===== config.mk =====
export PLATFORM = sky130hd
export DESIGN_NAME = alu_mul_seq
export DESIGN_NICKNAME = d
export VERILOG_FILES = /design/src/rtl/alu_pkg.sv /design/src/rtl/alu_mul_seq.sv
export SDC_FILE = /design/constraint.sdc
export NUM_CORES = 1
export LEC_CHECK = 0
export BUFFER_PORTS_ARGS = -buffer_cell sky130_fd_sc_hd__buf_2
export CAP_MARGIN = 20
export CORE_ASPECT_RATIO = 1.5
export CORE_UTILIZATION = 40
export CTS_CLUSTER_SIZE = 8
export DETAILED_ROUTE_END_ITERATION = 8
export PLACE_DENSITY_LB_ADDON = 0.05
export RECOVER_POWER = 25
export SYNTH_ARGS = -nofsm -noshare
export SYNTH_HDL_FRONTEND = slang
export SYNTH_SLANG_ARGS = --single-unit

===== constraint.sdc =====
create_clock -name clk -period 5.7 [get_ports clk]
set_input_delay 1.71 -clock clk [delete_from_list [all_inputs] [get_ports clk]]
set_output_delay 1.71 -clock clk [all_outputs]
set_load 0.03 [all_outputs]

===== src/rtl/alu_pkg.sv =====
// Shared ALU definitions: op codes used by the main decoder and the multiply
// sequencer, plus the sequencer state encoding.
package alu_pkg;

    localparam int unsigned ALU_W = 32;

    localparam logic [3:0] ALUC_ADD = 4'b0000;
    localparam logic [3:0] ALUC_LUI = 4'b0001;
    localparam logic [3:0] ALUC_SUB = 4'b0010;
    localparam logic [3:0] ALUC_SLL = 4'b0011;
    localparam logic [3:0] ALUC_AND = 4'b0100;
    localparam logic [3:0] ALUC_OR  = 4'b0101;
    localparam logic [3:0] ALUC_XOR = 4'b0110;
    localparam logic [3:0] ALUC_SRL = 4'b0111;
    localparam logic [3:0] ALUC_SRA = 4'b1111;

    typedef enum logic [2:0] {
        S_IDLE = 3'd0,
        S_ADD  = 3'd1,
        S_SHL  = 3'd2,
        S_SHR  = 3'd3,
        S_DONE = 3'd4
    } mul_state_t;

endpackage


===== src/rtl/alu_mul_seq.sv =====
// Shift-add multiply sequencer that borrows the shared single-cycle ALU from
// the datapath; transparent pass-through whenever it is idle.
import alu_pkg::*;

module alu_mul_seq (
    input  logic        clk,
    input  logic        rst,
    input  logic        start,
    input  logic [31:0] mul_a,
    input  logic [31:0] mul_b,
    input  logic [31:0] dp_a,
    input  logic [31:0] dp_b,
    input  logic [3:0]  dp_aluc,
    output logic [31:0] dp_r,
    output logic [31:0] alu_a,
    output logic [31:0] alu_b,
    output logic [3:0]  alu_aluc,
    input  logic [31:0] alu_r,
    output logic        busy,
    output logic        done,
    output logic [31:0] result
);

    // Handshake: start is accepted only on a rising edge where busy is low;
    // busy stays high from the next cycle through the done pulse, and result
    // holds the product from the cycle after done until the next done.
    mul_state_t  state;
    mul_state_t  state_n;
    logic [31:0] m_reg;
    logic [31:0] q_reg;
    logic [31:0] p_reg;

    always_comb begin
        state_n  = state;
        alu_a    = dp_a;
        alu_b    = dp_b;
        alu_aluc = dp_aluc;
        case (state)
            S_IDLE: begin
                if (start) begin
                    if (mul_b == 32'd0)
                        state_n = S_DONE;
                    else if (mul_b[0])
                        state_n = S_ADD;
                    else
                        state_n = S_SHL;
                end
            end
            S_ADD: begin
                alu_a    = p_reg;
                alu_b    = m_reg;
                alu_aluc = ALUC_ADD;
                state_n  = S_SHL;
            end
            S_SHL: begin
                alu_a    = 32'd1;
                alu_b    = m_reg;
                alu_aluc = ALUC_SLL;
                state_n  = S_SHR;
            end
            S_SHR: begin
                alu_a    = 32'd1;
                alu_b    = q_reg;
                alu_aluc = ALUC_SRL;
                // Decide on the freshly shifted multiplier, not the stale Q.
                if (alu_r == 32'd0)
                    state_n = S_DONE;
                else if (alu_r[0])
                    state_n = S_ADD;
                else
                    state_n = S_SHL;
            end
            S_DONE: begin
                state_n = S_IDLE;
            end
            default: begin
                state_n = S_IDLE;
            end
        endcase
    end

    always_ff @(posedge clk) begin
        if (rst) begin
            state  <= S_IDLE;
            m_reg  <= 32'd0;
            q_reg  <= 32'd0;
            p_reg  <= 32'd0;
            result <= 32'd0;
        end else begin
            state <= state_n;
            case (state)
                S_IDLE: begin
                    if (start) begin
                        m_reg <= mul_a;
                        q_reg <= mul_b;
                        p_reg <= 32'd0;
                    end
                end
                S_ADD:   p_reg  <= alu_r;
                S_SHL:   m_reg  <= alu_r;
                S_SHR:   q_reg  <= alu_r;
                S_DONE:  result <= p_reg;
                default: ;
            endcase
        end
    end

    assign dp_r = alu_r;
    assign busy = (state != S_IDLE);
    assign done = (state == S_DONE);

endmodule

==> results.toml <==
[layout]
insertedDiodeCount = 0
final_layout_size_suffix_gt1_frac = 0.3641
finalInstanceArea_mm2 = 0.008544
nNetsFinal = 1174
synthToLayoutAreaGrowth_pct = 26.77
post_layout_nonfiller_instances = 1225

[outcome]
failed_checks = "max-capacitance violations, max-slew violations"
outcome = "complete, but fails checks"

[run]
maximum_capacitance_violations = 1

[clock_tree]
cts-resized-gates = 0
cts_buffers = 17
cts_stage_hold_buffer_count = 0
sinks_on_the_clock_net = 131
clkTransAtPathRegs_ns = 0.06
clock-root-buffer = "sky130_fd_sc_hd__clkbuf_16"
cts.repair_timing.setup_buffer_count = 0
max-clock-path-buffers = 2
clock_network_latency_to_the_later_pin_of_the_worst_skew_pair_ns = 0.42
tritoncts = "built"
cts-htree-levels = 4

[synth]
post_synth.cell_area_avg_um2 = 8.697
netlist_instances = 775
synth_largest_area_cell = "sky130_fd_sc_hd__dfxtp_1"
yosysMostFrequentCell = "sky130_fd_sc_hd__dfxtp_1"
post_synth_xor_area_fraction = 0.002413
total_nets_after_synthesis = 942
number_of_distinct_library_cells_after_synthesis = 35
yosys-top-cells-area = "sky130_fd_sc_hd__dfxtp_1 (39%), sky130_fd_sc_hd__mux2i_1 (9.5%), sky130_fd_sc_hd__a22oi_1 (7.2%)"
synth-simple-area-share = 0.1543
synth-compound-area-share = 0.2608
synth_adder_area_share = 0
synth.cells.most_frequent = "sky130_fd_sc_hd__dfxtp_1 (131), sky130_fd_sc_hd__nand2_1 (107), sky130_fd_sc_hd__nor2_1 (104), sky130_fd_sc_hd__a22oi_1 (65), sky130_fd_sc_hd__mux2i_1 (64)"
yosys-mux-area-fraction = 0.09504
netlist_area_mm2 = 0.006740
synthFlopType = "sky130_fd_sc_hd__dfxtp_1"
post-synth-top-area-fraction = 0.3891
synth_top_family_by_area = "compound AO/OA/AOI/OAI gates"
count_of_yosys_warnings_during_synthesis = 0
synth_async_sr_flop_share = 0
synth_sequential_area_ratio = 0.3891
synth-seq-cells = 131
synth_enable_flop_cells = 0

[sta]
max_freq_mhz = 219.3
fin_tns_setup_ns = 0
setup_violations = 0
fin_worst_hold_slack_ns = 0.4501
max_slew_margin = -0.2441
timing_max_transition_violations_final = 84
report.final.hold_viol_count = 0
unrepaired_setup_endpoints_after_global_routing = "no"
clk_skew_ns = 0.007927
fin_crit_sh = 0.7999
min_period_ns = 4.559
worst_slew_pin_slew_ns = 1.866

[floorplan]
core_area_mm2 = 0.01633
floorplan.die_area_mm2 = 0.01738
die_height_um = 161.0
initial_core_util = 0.4127
die_width_um = 108.0
fp-row-count = 57
io_pins = 301

[pwr]
vdd_ir_drop_max_mv = 0.1649
power_density_mw_per_mm2 = 355.8
static-leakage-power_nw = 3.824

[detailed_routing]
count_of_nets_left_with_antenna_violations_after_detail_routing = 0
avgViaCountPerCell = 5.300
first_iter_violations = 226
detail_route.wl_per_cell_um = 18.44
via_count = 6493
drt_pass1_iterations = 4
drt-total-wl_mm = 22.59
drc_errors = 0

[placement]
buffer_ports.inserted = 300
placedCellCount = 1194
dp_hpwl_mm = 15.68
place_congestion = 0.8071
postPlaceCellArea_mm2 = 0.007960

[global_routing]
first_global_vias = 6169
grt_max_degree = 84
grt_first_pass_wirelength_mm = 33.71
grt_antenna_before_repair = 1
grt.total_usage = 0.2552
grt-ovfl-total = 0

[setup_path]
worst_setup_path_start_kind = "flip-flop"
cp_data_arrival_time_ns = 2.85
worstPathRequired_ns = 3.99
crit_path_max_fanout = 33
setup.worst_path.class = "reg2out"
r2r_cells = 5
crit_path_end_kind = "output port"

[worst_hold_path]
hold_path_depth = 2
timing.hold.worst.class = "reg2reg"
-- path summary, 6_finish.rpt --
kind / start / end / slack, ns
worst max-delay path: state[2] / alu_b[29] / 1.14
worst min-delay path: result[6] / result[6] / 0.45
worst max register to register: state[0] / p_reg[27] / 3.13
worst min register to register: result[6] / result[6] / 0.45
-- cell families (layout without fill, tap and decap cells) --
group                  after synthesis  after routing
AO/OA/AOI/OAI                      231            231
AND/OR/NAND/NOR                    244            244
multiplexers                        64             64
flip-flops                         131            131
XOR/XNOR                             1              1
buffers and inverters              104            348
-- per-layer routing --
metal	part of all wire	up-vias	wire (µm)	track usage
met2	0.48	213	10880	0.4160
met5	0	-	0	0
met4	0.016	0	352	0.07908
met3	0.054	24	1223	0.05408
li1	-	3225	-	-
met1	0.45	3031	10130	0.3338
-- final cells by class --
type | instances | area, µm²
Fill cell | 1636 | 7787
Multi-Input combinational cell | 540 | 3463
Sequential cell | 131 | 2623
Timing Repair Buffer | 313 | 1585
Clock buffer | 18 | 439.2
Tap cell | 206 | 257.7
Clock inverter | 13 | 161.4
Inverter | 4 | 15.01
-- cell usage in the layout, fill, tap and decap left out, types with 13 or more instances in the layout --
cell	instances
sky130_fd_sc_hd__a22o_1	31
sky130_fd_sc_hd__o21ai_0	22
sky130_fd_sc_hd__clkbuf_16	17
sky130_fd_sc_hd__mux2i_1	64
sky130_fd_sc_hd__a211oi_1	36
sky130_fd_sc_hd__a22oi_1	65
sky130_fd_sc_hd__a211oi_2	28
sky130_fd_sc_hd__nor4_1	17
sky130_fd_sc_hd__buf_2	288
sky130_fd_sc_hd__nand2_1	107
sky130_fd_sc_hd__a21oi_1	34
sky130_fd_sc_hd__dfxtp_1	131
sky130_fd_sc_hd__nor2_1	104
sky130_fd_sc_hd__buf_4	13
-- stage by stage --
stage               worst slack, ns  utilization  total power [mW]
floorplan                     1.656            -             1.726
global placement              1.581       0.4874             1.947
detailed placement            1.551       0.4874             1.954
CTS                           1.110       0.5242             3.069
global route                  1.012       0.5232             3.175
finish                        1.141       0.5232             3.040
-- worst max-delay path: stages, from the launching register on --
cell and delay, ns:
sky130_fd_sc_hd__dfxtp_1 0.75, sky130_fd_sc_hd__or2_2 0.71, sky130_fd_sc_hd__buf_4 0.45, sky130_fd_sc_hd__nand2_1 0.09, sky130_fd_sc_hd__o21ai_0 0.15, sky130_fd_sc_hd__buf_2 0.27
-- power breakdown --
| group | switching (mW) | total [mW] | internal [mW] |
|---|---|---|---|
| clock network | 0.414 | 1.11 | 0.695 |
| registers | 0.0583 | 1.06 | 1.00 |
| logic | 0.576 | 0.872 | 0.296 |
Power figures use the tool's default switching activity.
